## config.mk

```make
export PLATFORM = sky130hd
export DESIGN_NAME = f8_uart_tx_flat
export DESIGN_NICKNAME = d
export VERILOG_FILES = /design/src/rtl/f8_uart_pkg.sv /design/src/rtl/f8_uart_tx_if.sv /design/src/rtl/f8_sync_fifo.sv /design/src/rtl/f8_uart_tx.sv /design/src/flat_wrapper.sv
export SDC_FILE = /design/constraint.sdc
export NUM_CORES = 1
export LEC_CHECK = 0
export CORE_MARGIN = 8
export CORE_UTILIZATION = 55
export CTS_BUF_LIST = sky130_fd_sc_hd__clkbuf_4 sky130_fd_sc_hd__clkbuf_8
export DETAILED_ROUTE_END_ITERATION = 16
export PLACE_DENSITY = 0.77
export SYNTH_ARGS = -nofsm -noshare
export SYNTH_HDL_FRONTEND = slang
export SYNTH_SLANG_ARGS = --single-unit
```

## constraint.sdc

```tcl
create_clock -name clk -period 2.73 [get_ports clk]
set_input_delay 0.819 -clock clk [delete_from_list [all_inputs] [get_ports clk]]
set_output_delay 0.819 -clock clk [all_outputs]
set_load 0.02 [all_outputs]
```

## src/rtl/f8_uart_pkg.sv

```systemverilog
// f8_uart_pkg: shared definitions for the f8 UART transmitter.
//   uart_state_t   - transmitter FSM state encoding
//   DATA_ADDR      - register offset of the DATA (write FIFO) register
//   STATUS_ADDR    - register offset of the STATUS register
//   *_BIT          - STATUS bit positions
package f8_uart_pkg;

   typedef enum logic [1:0] {
      IDLE  = 2'd0,
      START = 2'd1,
      DATA  = 2'd2,
      STOP  = 2'd3
   } uart_state_t;

   localparam logic DATA_ADDR   = 1'b0;
   localparam logic STATUS_ADDR = 1'b1;

   localparam int FULL_BIT = 0;
   localparam int BUSY_BIT = 1;
   localparam int OVF_BIT  = 2;

endpackage

```

## src/rtl/f8_uart_tx_if.sv

```systemverilog
// f8_uart_tx_if: f8 I/O bus slice seen by the UART transmitter.
//   sel   - peripheral selected by the I/O decoder
//   addr  - register offset (0 = DATA, 1 = STATUS)
//   wr    - write strobe, qualified by sel
//   rd    - read strobe, qualified by sel
//   wdata - write data
//   rdata - read data, combinational from addr
interface f8_uart_tx_if;
   logic       sel;
   logic       addr;
   logic       wr;
   logic       rd;
   logic [7:0] wdata;
   logic [7:0] rdata;

   modport master (output sel, addr, wr, rd, wdata, input rdata);
   modport slave  (input sel, addr, wr, rd, wdata, output rdata);
endinterface

```

## src/rtl/f8_sync_fifo.sv

```systemverilog
// f8_sync_fifo: synchronous FIFO with extra-MSB wrap pointers.
//   clk, rst_n - clock, async active-low reset
//   push, din  - write request and data; ignored when full unless popping
//   pop        - read request; ignored when empty
//   full       - DEPTH entries held
//   empty      - no entries held
//   dout       - head entry (valid when not empty)
module f8_sync_fifo #(
   parameter int WIDTH = 8,
   parameter int DEPTH = 4
) (
   input  logic             clk,
   input  logic             rst_n,
   input  logic             push,
   input  logic [WIDTH-1:0] din,
   input  logic             pop,
   output logic             full,
   output logic             empty,
   output logic [WIDTH-1:0] dout
);

   localparam int AW = $clog2(DEPTH);

   logic [WIDTH-1:0] mem [DEPTH];
   logic [AW:0]      wptr;
   logic [AW:0]      rptr;
   logic             pop_ok;
   logic             push_ok;

   assign empty   = (wptr == rptr);
   assign full    = (wptr[AW] != rptr[AW]) && (wptr[AW-1:0] == rptr[AW-1:0]);
   assign pop_ok  = pop && !empty;
   // A pop on the same edge frees the slot, so a push into a full FIFO still lands.
   assign push_ok = push && (!full || pop_ok);
   assign dout    = mem[rptr[AW-1:0]];

   always_ff @(posedge clk or negedge rst_n) begin
      if (!rst_n) begin
         wptr <= '0;
         rptr <= '0;
      end else begin
         if (push_ok) wptr <= wptr + (AW+1)'(1);
         if (pop_ok)  rptr <= rptr + (AW+1)'(1);
      end
   end

   always_ff @(posedge clk) begin
      if (push_ok) mem[wptr[AW-1:0]] <= din;
   end

endmodule

```

## src/rtl/f8_uart_tx.sv

```systemverilog
// f8_uart_tx: memory-mapped 8N1 UART transmitter with a small write FIFO.
//   clk              - system clock
//   power_on_reset_n - async active-low reset; aborts any frame in flight
//   bus              - f8 I/O bus (DATA write pushes FIFO, STATUS read clears OVF)
//   txd              - registered serial output, idles high
//   irq              - high while FIFO empty and transmitter idle
//
// state | meaning
// IDLE  | line high, waiting for a FIFO entry
// START | start bit (low) for CLK_DIV cycles
// DATA  | shifter[0] on the line for CLK_DIV cycles, 8 bits LSB first
// STOP  | stop bit (high); pops the next byte on its last cycle for gapless frames
module f8_uart_tx
   import f8_uart_pkg::*;
#(
   parameter int CLK_DIV    = 4,
   parameter int FIFO_DEPTH = 4
) (
   input  logic         clk,
   input  logic         power_on_reset_n,
   f8_uart_tx_if.slave  bus,
   output logic         txd,
   output logic         irq
);

   localparam int                CNT_W    = $clog2(CLK_DIV);
   localparam logic [CNT_W-1:0]  CNT_LAST = CNT_W'(CLK_DIV - 1);

   uart_state_t      state;
   logic [CNT_W-1:0] cnt;
   logic [2:0]       bit_idx;
   logic [7:0]       shifter;
   logic             ovf;

   logic             fifo_full;
   logic             fifo_empty;
   logic [7:0]       fifo_head;
   logic             pop;
   logic             data_wr;
   logic             status_rd;
   logic             bit_end;
   logic             busy;

   assign data_wr   = bus.sel && bus.wr && (bus.addr == DATA_ADDR);
   assign status_rd = bus.sel && bus.rd && (bus.addr == STATUS_ADDR);
   assign bit_end   = (cnt == CNT_LAST);
   assign pop       = !fifo_empty && ((state == IDLE) || ((state == STOP) && bit_end));
   assign busy      = (state != IDLE) || !fifo_empty;
   assign irq       = fifo_empty && (state == IDLE);

   f8_sync_fifo #(
      .WIDTH (8),
      .DEPTH (FIFO_DEPTH)
   ) u_fifo (
      .clk   (clk),
      .rst_n (power_on_reset_n),
      .push  (data_wr),
      .din   (bus.wdata),
      .pop   (pop),
      .full  (fifo_full),
      .empty (fifo_empty),
      .dout  (fifo_head)
   );

   always_comb begin
      bus.rdata = 8'h00;
      if (bus.addr == STATUS_ADDR) begin
         bus.rdata[FULL_BIT] = fifo_full;
         bus.rdata[BUSY_BIT] = busy;
         bus.rdata[OVF_BIT]  = ovf;
      end
   end

   // Set has priority over the read-clear so a drop on the read cycle is not lost.
   always_ff @(posedge clk or negedge power_on_reset_n) begin
      if (!power_on_reset_n) begin
         ovf <= 1'b0;
      end else if (data_wr && fifo_full && !pop) begin
         ovf <= 1'b1;
      end else if (status_rd) begin
         ovf <= 1'b0;
      end
   end

   // txd is assigned the value of the state being entered so it stays registered.
   always_ff @(posedge clk or negedge power_on_reset_n) begin
      if (!power_on_reset_n) begin
         state   <= IDLE;
         cnt     <= '0;
         bit_idx <= '0;
         shifter <= 8'h00;
         txd     <= 1'b1;
      end else begin
         unique case (state)
            IDLE: begin
               txd <= 1'b1;
               if (!fifo_empty) begin
                  shifter <= fifo_head;
                  cnt     <= '0;
                  state   <= START;
                  txd     <= 1'b0;
               end
            end
            START: begin
               if (bit_end) begin
                  cnt     <= '0;
                  bit_idx <= '0;
                  state   <= DATA;
                  txd     <= shifter[0];
               end else begin
                  cnt <= cnt + CNT_W'(1);
               end
            end
            DATA: begin
               if (bit_end) begin
                  cnt     <= '0;
                  shifter <= shifter >> 1;
                  if (bit_idx == 3'd7) begin
                     state <= STOP;
                     txd   <= 1'b1;
                  end else begin
                     bit_idx <= bit_idx + 3'd1;
                     txd     <= shifter[1];
                  end
               end else begin
                  cnt <= cnt + CNT_W'(1);
               end
            end
            STOP: begin
               if (bit_end) begin
                  cnt <= '0;
                  if (!fifo_empty) begin
                     shifter <= fifo_head;
                     state   <= START;
                     txd     <= 1'b0;
                  end else begin
                     state <= IDLE;
                     txd   <= 1'b1;
                  end
               end else begin
                  cnt <= cnt + CNT_W'(1);
               end
            end
            default: begin
               state <= IDLE;
               txd   <= 1'b1;
            end
         endcase
      end
   end

endmodule

```

## src/flat_wrapper.sv

```systemverilog
// flat-port wrapper written by rule: the top's interface ports become plain ports
module f8_uart_tx_flat import f8_uart_pkg::*;
#(
   parameter int CLK_DIV    = 4,
   parameter int FIFO_DEPTH = 4
)
  (clk, power_on_reset_n, txd, irq, bus_sel, bus_addr, bus_wr, bus_rd, bus_wdata, bus_rdata);
  f8_uart_tx_if bus_i ();
  input  logic clk;
  input  logic power_on_reset_n;
  output logic txd;
  output logic irq;
  input wire logic [$bits(bus_i.sel)-1:0] bus_sel;
  input wire logic [$bits(bus_i.addr)-1:0] bus_addr;
  input wire logic [$bits(bus_i.wr)-1:0] bus_wr;
  input wire logic [$bits(bus_i.rd)-1:0] bus_rd;
  input wire logic [$bits(bus_i.wdata)-1:0] bus_wdata;
  output wire logic [$bits(bus_i.rdata)-1:0] bus_rdata;
  assign bus_i.sel = bus_sel;
  assign bus_i.addr = bus_addr;
  assign bus_i.wr = bus_wr;
  assign bus_i.rd = bus_rd;
  assign bus_i.wdata = bus_wdata;
  assign bus_rdata = bus_i.rdata;
  f8_uart_tx #(.CLK_DIV(CLK_DIV), .FIFO_DEPTH(FIFO_DEPTH)) u_core (.clk(clk), .power_on_reset_n(power_on_reset_n), .bus(bus_i), .txd(txd), .irq(irq));
endmodule
```

==> metrics.md, run 1 <==
| Metric | Value |
|---|---|
| CP Cell Sequence | `clkdlybuf4s50_1 > nand2_1 > nor3_1 > dlygate4sd2_1` |
| H-tree depth | `2` |
| Share of layout cells above drive strength 1 | `25.94%` |
| Hold Crit Class | `flop to flop` |
| Synth area leader | `edfxtp_1` |
| Share of the synthesized area in the top cell type | `35.64%` |
| Initial antenna violation count | `0` |
| Rows | `25` |
| Max Cap Violations | `0` |
| Top cells by area, synth | `edfxtp_1, dfrtp_1, mux2_2` |
| Clock Path Buffers | `2` |
| Clock sink count | `55` |
| Dominant synthesized flop cell | `edfxtp_1` |
| TritonCTS Buffers | `5` |
| Pleak | `between 1 and 1.5 nW` |
| Die X | `86.02 µm` |
| Worst Skew | `0.01142 ns` |
| Core area | `4723 µm²` |
| Post-DP HPWL | `3436 µm` |
| Die H | `86.02 µm` |
| Final min period | `2.675 ns` |
| Seq/Total Area, Yosys | `57.03%` |
| Final cycle utilization of the critical path | `97.98%` |
| Peak per-stage delay on the critical path | `0.51 ns` |
| Pins over their slew limit | `0` |
| Critical path startpoint category | `input port` |
| Routed wire length | `4723 µm` |
| Clock Latency Late Sink | `0.31 ns` |
| Final-layout fill cell count | `between 300 and 400` |
| Nets | `266` |
| Post-detailed-route wirelength per cell | `15.43 µm` |
| Synth Area per Inst | `13.41 µm²` |
| DRC | `0` |
| Vias after detailed routing | `1609` |
| Clk root buf | `clkbuf_8` |
| Clock slew at reported path FFs | `~0.10 ns` |
| Top-count cell post-synth | `edfxtp_1` |
| Initial Util | `57.09%` |
| Post-Syn Area | `2696 µm²` |
| Ys async rst share | `between 40% and 50%` |
| Slowest stage cell, crit path | `clkdlybuf4s50_1` |
| Final Util | `67.05%` |
| CP Data Arrival Time | `1.86 ns` |
| Critical path class | `input port to output port` |
| Via/cell ratio | `5.258` |
| Sum Neg Setup Slack | `0 ns` |
| Total chip power | `3.455 mW` |
| Req. time, crit path | `around 1.9 ns` |
| Post-CTS setup buffer count | `0` |
| Final Hold Viols | `0` |
| Io pins | `24` |
| Number of global-route vias before repair | `1694` |
| Pwr dens | `1091 nW/µm²` |
| Syn Inst Count | `201` |
| Post-synth EDFFs | `32` |
| Critical path endpoint category | `output port` |
| Starting DRT DRC Count | `between 60 and 70` |
| Routed Antenna Nets | `0` |
| Drt pass-1 iters | `4` |
| YS warnings | `0` |
| Family with the most delay on the worst path | `buffers and inverters` |
| Hold slack | `0.4795 ns` |
| CTS tree | `yes` |
| Area growth, synth to finish | `17.45%` |
| # port buffers | `18` |
| Peak supply drop | `0.4802 mV` |
| Die Area | `7399 µm²` |
| GRT Util Overall | `between 10 and 15%` |
| GRT overflow | `0` |
| Synth cell count leaders | `edfxtp_1, dfrtp_1, mux2_2` |
| Achievable Freq | `373.8 MHz` |
| Diodes inserted | `0` |
| Flops & latches, synth | `55` |
| Hold_buf cts | `0` |
| Critical path buffers and inverters | `2` |
| GPL Wtd Cong | `0.7484` |
| Status | `finished clean` |
| Post-synthesis cell type count | `between 40 and 50` |
| Largest fanout on the critical path | `4` |
| First-pass GRT wire length | `just under 8000 µm` |
| Largest net degree at the start of global routing | `24` |
| Endpoints failing setup | `0` |
| Unrepaired setup endpoints after global routing | `no` |
-- flip-flops by register name (all words and copies together) (netlist names) --
register,count
u_core.u_fifo.wptr,3
u_core.ovf,1
u_core.state,2
u_core.u_fifo.rptr,3
u_core.cnt,2
u_core.txd,1
u_core.bit_idx,3
u_core.shifter,8
u_core.u_fifo.mem,32
-- power breakdown --
part / switching, mW / internal, mW
clock: 0.247 / 0.268
combinational: 0.879 / 0.851
sequential: 0.126 / 1.08
-- worst reg2reg max path, cell delays in order (launching register included) --
cell and delay (ns):
dfrtp_1 0.39, buf_4 0.16, ha_1 0.25, nor2b_1 0.16
a211oi_1 0.29, a21boi_2 0.43, mux2_2 0.39
-- final timing paths --
check	slack [ns]	from	endpoint	cells after the start
setup / recovery	0.06	bus_addr	bus_rdata[0]	4
hold / removal	0.48	u_core.txd$_DFFE_PN1P_	u_core.txd$_DFFE_PN1P_	2
setup reg to reg	0.54	u_core.state[0]$_DFFE_PN0P_	u_core.shifter[5]$_DFFE_PN0P_	6
hold reg to reg	0.48	u_core.txd$_DFFE_PN1P_	u_core.txd$_DFFE_PN1P_	2
max in group asynchronous	1.59	power_on_reset_n	u_core.txd$_DFFE_PN1P_	2
min in group asynchronous	0.86	power_on_reset_n	u_core.cnt[0]$_DFFE_PN0N_	2
-- layout by cell type, fill, tap and decap left out, drive strengths merged, types with 3 or more instances in the layout --
master,instances
nor2b,8
o22ai,7
o21ai,6
nor2,10
conb,5
xor2,6
a21oi,3
nand2,9
mux2,18
nand3,3
inv,8
dfrtp,22
clkbuf,5
edfxtp,32
a211oi,6
nor3,5
and2,7
buf,20
ha,14
clkdlybuf4s50,14
-- timing repair --
item                       4_1_cts  5_1_grt
setup endpoints to repair        4        0
resized for setup               11        0
hold endpoints to repair         0        0
-- area by class of cell --
class / instances / area, µm² / share of cell area (%)
Sequential cell: 55 / 1539 / 48.60
Clock inverter: 3 / 38.79 / 1.225
Multi-Input combinational cell: 130 / 1074 / 33.90
Timing Repair Buffer: 37 / 329.1 / 10.39
Inverter: 9 / 33.78 / 1.067
Tap cell: 67 / 83.83 / 2.647
Clock buffer: 5 / 68.82 / 2.173
-- logic make-up (layout without fill, tap and decap cells) --
group	count (synthesis)	after routing	share of synthesized area, %
flops	55	55	57.03
simple gates	51	51	11.55
fa+ha+maj	14	14	6.497
mux	21	21	9.234
xor+xnor	7	7	3.248
other cells	1	5	0.1391
buf+inv	20	54	3.852
compound gates	32	32	8.445
-- metal layers --
metal	global-route usage (%)	share of wire, %	vias up
li1	-	-	791
met1	14.69	42	783
met2	24.70	52	26
met3	3.438	3.7	9
met4	5.732	2.0	0
met5	0	0	-
-- metrics by stage --
stage	std cells	cell area [µm²]	worst slack, ns
finish	306	3167	0.05508
global route	306	3167	0.02517
CTS	306	3167	0.04821
detailed placement	298	3060	-0.2273
global placement	298	3060	-0.2304
floorplan	205	2711	0.3295
Power figures use the tool's default switching activity.
==> inputs of run 2 (changes only) <==
--- a/config.mk
+++ b/config.mk
@@ -6,10 +6,11 @@
 export NUM_CORES = 1
 export LEC_CHECK = 0
 export CORE_MARGIN = 8
-export CORE_UTILIZATION = 55
+export CORE_UTILIZATION = 53
 export CTS_BUF_LIST = sky130_fd_sc_hd__clkbuf_4 sky130_fd_sc_hd__clkbuf_8
 export DETAILED_ROUTE_END_ITERATION = 16
 export PLACE_DENSITY = 0.77
 export SYNTH_ARGS = -nofsm -noshare
 export SYNTH_HDL_FRONTEND = slang
+export SYNTH_HIERARCHICAL = 1
 export SYNTH_SLANG_ARGS = --single-unit
==> constraint.sdc (replaced) <==
create_clock -name clk -period 2.4 [get_ports clk]
set_input_delay 0.72 -clock clk [delete_from_list [all_inputs] [get_ports clk]]
set_output_delay 0.72 -clock clk [all_outputs]
set_load 0.02 [all_outputs]
==> metrics.md, run 2 <==
| Metric | Value |
|---|---|
| Status | `finished clean` |
| Clock sink count | `55 (unchanged)` |
| Top cells by area, synth | `edfxtp_1, dfrtp_1, mux2_2` |
| Pleak | `1.232 nW (-3.2%)` |
| Commonest cells after routing, fill and taps aside | `edfxtp_1, dfrtp_1, mux2_2` |
| Post-synthesis cell type count | `41 (-15%)` |
| R2R Path Start | `u_core/u_fifo/rptr[1]$_DFFE_PN0P_` |
| Synth Area per Inst | `14.28 µm² (+6.4%)` |
| Achievable Freq | `436.4 MHz` |
| CP Cell Sequence | `xor2_1 > buf_4 > nor3_4 > buf_4 > nor2_1 > or4_1 > and3_2` |
| Critical path endpoint category | `flop` |
| Rows | `25 (unchanged)` |
| Placed cell areas | `3004 µm² (-1.8%)` |
| Wl on met1 | `1878 µm (-4.9%)` |
| GRT overflow | `0 (unchanged)` |
| Pins over their slew limit | `0 (unchanged)` |
| Share of the synthesized area in the top cell type | `36.38% (+0.74 points)` |
| Largest net degree at the start of global routing | `24 (unchanged)` |
| Synth cell count leaders | `edfxtp_1, dfrtp_1, mux2_2` |
| WHS Path Cells | `2 (unchanged)` |
| Drt pass-1 iters | `4 (unchanged)` |
| # port buffers | `18 (unchanged)` |
| Ys async rst share | `41.82% (unchanged)` |
| Clock Path Buffers | `2 (unchanged)` |
| Met3 routed WL | `266 µm (+50%)` |
| R2R Path End | `u_core/u_fifo/mem[2][3]$_DFFE_PP_` |
| Post-CTS setup buffer count | `0 (unchanged)` |
| Number of flip-flops in the largest register | `32 (unchanged)` |
| H-tree depth | `2 (unchanged)` |
| Highest Signal Layer | `met4` |
| CTS tree | `yes` |
| Clock slew at reported path FFs | `0.09 ns (about the same)` |
| Critical path buffers and inverters | `2 (unchanged)` |
| Nets | `247 (-7.1%)` |
| Post-detailed-route wirelength per cell | `16.47 µm (+6.7%)` |
| Worst-margin pin slew | `roughly 0.5 ns` |
| Hold path endpoint | `u_core/ovf$_DFFE_PN0P_` |
| Max Cap Violations | `0 (unchanged)` |
| Routed met2 length | `2550 µm (+3.0%)` |
| Clock Latency Late Sink | `0.30 ns (about the same)` |
| Number of global-route vias before repair | `1742 (+2.8%)` |
| Hold slack | `0.4822 ns (+0.002698 ns)` |
| Seq/Total Area, Yosys | `58.22% (+1.2 points)` |
| Vias after detailed routing | `1586 (-1.4%)` |
| Final cycle utilization of the critical path | `95.49%` |
| GRT Util Overall | `13.73% (+0.064 points)` |
| Post-route cell area | `3108 µm² (-1.9%)` |
| Starting DRT DRC Count | `69 (+3.0%)` |
| Area growth, synth to finish | `17.67%` |
| Relative slew slack | `66.45%` |
| Peak supply drop | `0.5941 mV (+24%)` |
| Routed wire length | `4743 µm (+0.42%)` |
| Initial antenna violation count | `0 (unchanged)` |
| Clk root buf | `clkbuf_8` |
| Slowest stage cell, crit path | `or4_1` |
| DRC | `0 (unchanged)` |
| Min-delay src | `u_core/ovf$_DFFE_PN0P_` |
| Flops & latches, synth | `55 (unchanged)` |
| Critical path class | `flop to flop` |
| Core area | `4755 µm² (+0.66%)` |
| Pwr dens | `1276 nW/µm² (+17%)` |
| Post-Syn Area | `2641 µm² (-2.0%)` |
| Largest fanout on the critical path | `8 (+4)` |
| Die Area | `7499 µm² (+1.4%)` |
| TritonCTS Buffers | `5 (unchanged)` |
| Peak per-stage delay on the critical path | `0.58 ns (+0.07 ns)` |
| Commonest non-fill, non-tap cell in the layout | `edfxtp_1` |
| Unrepaired setup endpoints after global routing | `yes` |
| Most used cell, CP | `buf_4` |
| YS warnings | `6 (+6)` |
| R2R setup slack | `0.11 ns (-0.43 ns)` |
| Die X | `86.60 µm (+0.67%)` |
| Dominant synthesized flop cell | `edfxtp_1` |
| Final Hold Viols | `0 (unchanged)` |
| Syn Inst Count | `185 (-8.0%)` |
| Via/cell ratio | `5.507 (+4.7%)` |
| Top-count cell post-synth | `edfxtp_1` |
| Diodes inserted | `0 (unchanged)` |
| R2R cell count | `7 (+1)` |
| Worst Skew | `0.008406 ns (-0.003017 ns)` |
| Family with the most delay on the worst path | `simple AND/OR/NAND/NOR gates` |
| Synth area leader | `edfxtp_1` |
| Hold_buf cts | `0 (unchanged)` |
| GPL Wtd Cong | `0.7863 (+5.1%)` |
| Post-synth EDFFs | `32 (unchanged)` |
| Req. time, crit path | `2.44 ns (+0.53 ns)` |
| First-pass GRT wire length | `8017 µm (+2.5%)` |
| Share of layout cells above drive strength 1 | `30.32% (+4.4 points)` |
| Io pins | `24 (unchanged)` |
| Initial Util | `55.55% (-1.5 points)` |
| Die H | `86.60 µm (+0.67%)` |
| Hold Crit Class | `flop to flop` |
| Final min period | `2.292 ns` |
| Endpoints failing setup | `0 (unchanged)` |
| Routed Antenna Nets | `0 (unchanged)` |
| Critical path startpoint category | `flop` |
| Post-DP HPWL | `3509 µm (+2.1%)` |
| CP Data Arrival Time | `2.33 ns (+0.47 ns)` |
## run 2: tightest hold or removal path, stage by stage (launching register included)
cell	delay, ns
dfrtp_1	0.35
nand2_1	0.05
o21ai_0	0.06
## run 2: per-layer routing
layer	global-route usage, %	vias up
li1	-	745
met1	14.20	793
met2	25.97	40
met3	3.686	8
met4	4.382	0
met5	0	-
## run 2: power by group
part / leakage (nW) / total, mW / switching (mW) / internal, mW
clock: 0.0516 / 0.529 / 0.293 / 0.236
sequential: 0.568 / 1.40 / 0.151 / 1.25
combinational: 0.613 / 2.04 / 0.996 / 1.04
## run 2: kinds of logic (layout without fill, tap and decap cells)
group / Yosys count / in the layout / synth area share [%]
other: 1 / 5 / 0.1420
buffers and inverters: 21 / 53 / 4.121
muxes: 27 / 27 / 14.92
and+or+nand+nor: 36 / 36 / 6.821
xor gates and xnor gates: 5 / 5 / 1.658
AOI/OAI and AO/OA: 27 / 27 / 7.959
adders and majority gates: 13 / 13 / 6.158
DFF: 55 / 55 / 58.22
## run 2: timing repair
item | CTS | global route
hold endpoints to repair | 0 | 0
endpoints found under the setup margin | 4 | 4
gates cloned | 0 | 0
gates resized for setup | 13 | 6
## run 2: stage by stage
| stage | util, % | instances | power [mW] | setup WS [ns] | TNS [ns] |
|---|---|---|---|---|---|
| 6_report | 65.37 | 288 | 3.965 | 0.1083 | 0 |
| 3_5_place_dp | 63.18 | 280 | 3.444 | -0.3103 | -0.9258 |
| 4_1_cts | 65.32 | 288 | 3.975 | 0.01858 | 0 |
| 5_1_grt | 65.37 | 288 | 4.250 | -0.0009019 | -0.002140 |
| 3_3_place_gp | 63.18 | 280 | 3.316 | -0.3060 | -0.9029 |
| 2_1_floorplan | - | 189 | 2.835 | -0.03590 | -0.8617 |
## run 2: worst max-delay path by stage
stage / start / end / slack [ns] / depth (start not counted)
3_5_place_dp: bus_addr / bus_rdata[2] / -0.31 / 3
4_1_cts: u_core/u_fifo/rptr[1]$_DFFE_PN0P_ / bus_rdata[0] / 0.02 / 5
3_3_place_gp: bus_addr / bus_rdata[0] / -0.31 / 3
5_1_grt: u_core/u_fifo/rptr[1]$_DFFE_PN0P_ / u_core/u_fifo/mem[1][6]$_DFFE_PP_ / -0.0009 / 7
2_1_floorplan: u_core/u_fifo/rptr[1]$_DFFE_PN0P_ / u_core/u_fifo/mem[0][0]$_DFFE_PP_ / -0.04 / 8
6_report: u_core/u_fifo/rptr[1]$_DFFE_PN0P_ / u_core/u_fifo/mem[2][3]$_DFFE_PP_ / 0.11 / 7
## run 2: cell type report
type	instances	area, µm²
Inverter	10	37.54
Tap cell	67	83.83
Sequential cell	55	1538
Clock buffer	6	82.58
Clock inverter	2	13.76
Timing Repair Buffer	35	309.0
Multi-Input combinational cell	113	1044
Fill cell	356	1647
==> inputs of run 3 (changes only) <==
--- a/config.mk
+++ b/config.mk
@@ -6,10 +6,11 @@
 export NUM_CORES = 1
 export LEC_CHECK = 0
 export CORE_MARGIN = 8
-export CORE_UTILIZATION = 53
+export CORE_UTILIZATION = 55
 export CTS_BUF_LIST = sky130_fd_sc_hd__clkbuf_4 sky130_fd_sc_hd__clkbuf_8
 export DETAILED_ROUTE_END_ITERATION = 16
 export PLACE_DENSITY = 0.77
+export REMOVE_ABC_BUFFERS = 1
 export SYNTH_ARGS = -nofsm -noshare
 export SYNTH_HDL_FRONTEND = slang
 export SYNTH_HIERARCHICAL = 1
==> constraint.sdc (replaced) <==
create_clock -name clk -period 2.2 [get_ports clk]
set_input_delay 0.66 -clock clk [delete_from_list [all_inputs] [get_ports clk]]
set_output_delay 0.66 -clock clk [all_outputs]
set_load 0.02 [all_outputs]
==> metrics.md, run 3 (synthesized netlist as in run 2, its figures left out) <==
| Metric | Value |
|---|---|
| Slowest stage cell, crit path | `dfrtp_1` |
| Pleak | `1.308 nW (+6.1%)` |
| Final worst slack | `0.002654 ns (-0.1057 ns)` |
| WHS Path Cells | `1 (-1)` |
| Die X | `85.30 µm (-1.5%)` |
| Placed cell areas | `3093 µm² (+3.0%)` |
| Initial Util | `56.29% (+0.74 points)` |
| Clock sink count | `55 (unchanged)` |
| Drt pass-1 iters | `4 (unchanged)` |
| Peak supply drop | `0.6004 mV (+1.1%)` |
| Final cycle utilization of the critical path | `99.88%` |
| Commonest non-fill, non-tap cell in the layout | `edfxtp_1` |
| Post-DP HPWL | `3690 µm (+5.1%)` |
| GRT Util Overall | `14.07% (+0.34 points)` |
| Post-route cell area | `3247 µm² (+4.5%)` |
| Final Util | `69.20% (+3.8 points)` |
| Final min period | `2.197 ns` |
| Pins over their slew limit | `0 (unchanged)` |
| Clock Latency Late Sink | `0.30 ns (about the same)` |
| Req. time, crit path | `1.54 ns (-0.90 ns)` |
| Diodes inserted | `0 (unchanged)` |
| Io pins | `24 (unchanged)` |
| Max Cap Violations | `0 (unchanged)` |
| Critical path buffers and inverters | `1 (-1)` |
| GPL Wtd Cong | `0.9129 (+16%)` |
| Placement Setup Slack | `-0.4062 ns (-0.09590 ns)` |
| H-tree depth | `2 (unchanged)` |
| Placed Cells | `278 (-0.71%)` |
| Hold slack | `0.4865 ns (+0.004281 ns)` |
| DRC | `0 (unchanged)` |
| CTS tree | `yes` |
| CP Data Arrival Time | `1.54 ns (-0.79 ns)` |
| Vias after detailed routing | `1655 (+4.4%)` |
| Endpoints failing setup | `0 (unchanged)` |
| TritonCTS Buffers | `5 (unchanged)` |
| Nets | `260 (+5.3%)` |
| # port buffers | `18 (unchanged)` |
| Clk root buf | `clkbuf_8` |
| Status | `finished clean` |
| Critical path class | `flop to output port` |
| Largest net degree at the start of global routing | `24 (unchanged)` |
| Worst Skew | `0.005312 ns (-0.003094 ns)` |
| Pwr dens | `1391 nW/µm² (+9.0%)` |
| R2R cell count | `7 (unchanged)` |
| Number of global-route vias before repair | `1774 (+1.8%)` |
| Routed wire length | `4875 µm (+2.8%)` |
| Post-detailed-route wirelength per cell | `16.93 µm (+2.8%)` |
| Largest fanout on the critical path | `3 (-5)` |
| Critical path endpoint category | `output port` |
| R2R Path End | `u_core/u_fifo/mem[2][3]$_DFFE_PP_` |
| Critical path startpoint category | `flop` |
| Die H | `85.30 µm (-1.5%)` |
| Via/cell ratio | `5.747 (+4.4%)` |
| Core area | `4692 µm² (-1.3%)` |
| Peak per-stage delay on the critical path | `0.42 ns (-0.16 ns)` |
| Clock Path Buffers | `2 (unchanged)` |
| Number of flip-flops in the largest register | `32 (unchanged)` |
| Share of layout cells above drive strength 1 | `34.62% (+4.3 points)` |
| R2R setup slack | `0.05 ns (-0.06 ns)` |
| Hold Crit Class | `flop to flop` |
| CP Cell Sequence | `xor2_2 > nor3_2 > nand2_1 > and2_4 > buf_6` |
| Worst setup path startpoint | `u_core/u_fifo/rptr[2]$_DFFE_PN0P_` |
| Routed Antenna Nets | `0 (unchanged)` |
| GRT overflow | `0 (unchanged)` |
| Starting DRT DRC Count | `51 (-26%)` |
| First-pass GRT wire length | `8142 µm (+1.6%)` |
| Die Area | `7276 µm² (-3.0%)` |
| Hold path endpoint | `u_core/cnt[0]$_DFFE_PN0N_` |
| Rows | `25 (unchanged)` |
| Commonest cells after routing, fill and taps aside | `edfxtp_1, buf_4, dfrtp_1` |
| R2R Path Start | `u_core/u_fifo/rptr[2]$_DFFE_PN0P_` |
| Layout Cells excl Fill | `288 (unchanged)` |
| Clock slew at reported path FFs | `0.09 ns (about the same)` |
| Family with the most delay on the worst path | `simple AND/OR/NAND/NOR gates` |
| Achievable Freq | `455.1 MHz` |
| Unrepaired setup endpoints after global routing | `yes` |
| Initial antenna violation count | `0 (unchanged)` |
| Area growth, synth to finish | `22.93%` |
| Final Hold Viols | `0 (unchanged)` |
| Final-layout fill cell count | `308 (-13%)` |
| Min-delay src | `u_core/cnt[0]$_DFFE_PN0N_` |
## run 3: worst register-to-register path, delay by kind of cell (launching register included)
kind / cells / cell delay (ns)
XOR/XNOR: 1 / 0.19
flip-flops: 1 / 0.42
AND/OR/NAND/NOR: 4 / 1.04
buffers and inverters: 2 / 0.28
## run 3: repair_timing
action,CTS,global route
pin swaps,2,8
endpoints found under the setup margin,36,28
hold buffers,0,0
setup buffers,1,1
gates resized for setup,18,14
## run 3: report_power, final
group	switching [mW]	internal, mW	total, mW
Clock	0.315	0.222	0.537
Sequential	0.149	1.36	1.51
Combinational	1.16	1.30	2.47
## run 3: through the flow
step,TNS (ns),power [mW]
floorplan,-18.73,2.988
global placement,-2.402,3.701
detailed placement,-3.161,3.846
CTS,-0.01753,4.414
global route,-0.2240,4.797
finish,0,4.516
## run 3: worst max-delay path by stage
stage	to	depth (start not counted)
after floorplan	u_core/u_fifo/mem[0][0]$_DFFE_PP_	5
after global placement	bus_rdata[0]	3
after detailed placement	bus_rdata[2]	3
after CTS	bus_rdata[1]	5
after global routing	bus_rdata[1]	5
final	bus_rdata[1]	5
## run 3: layout make-up
type / instances / area (µm²) / area share [%]
Clock buffer: 5 / 68.82 / 2.119
Clock inverter: 3 / 20.02 / 0.6166
Timing Repair Buffer: 48 / 452.9 / 13.95
Sequential cell: 55 / 1538 / 47.36
Inverter: 10 / 37.54 / 1.156
Tap cell: 54 / 67.56 / 2.081
Multi-Input combinational cell: 113 / 1062 / 32.72
## run 3: routing by layer
layer	global-route usage, %	wire length, µm	vias up	part of all wire [%]
li1	-	-	774	-
met1	15.69	2021	834	41
met2	25.36	2585	41	53
met3	3.185	206	6	4.2
met4	5.414	61	0	1.3
met5	0	0	-	0
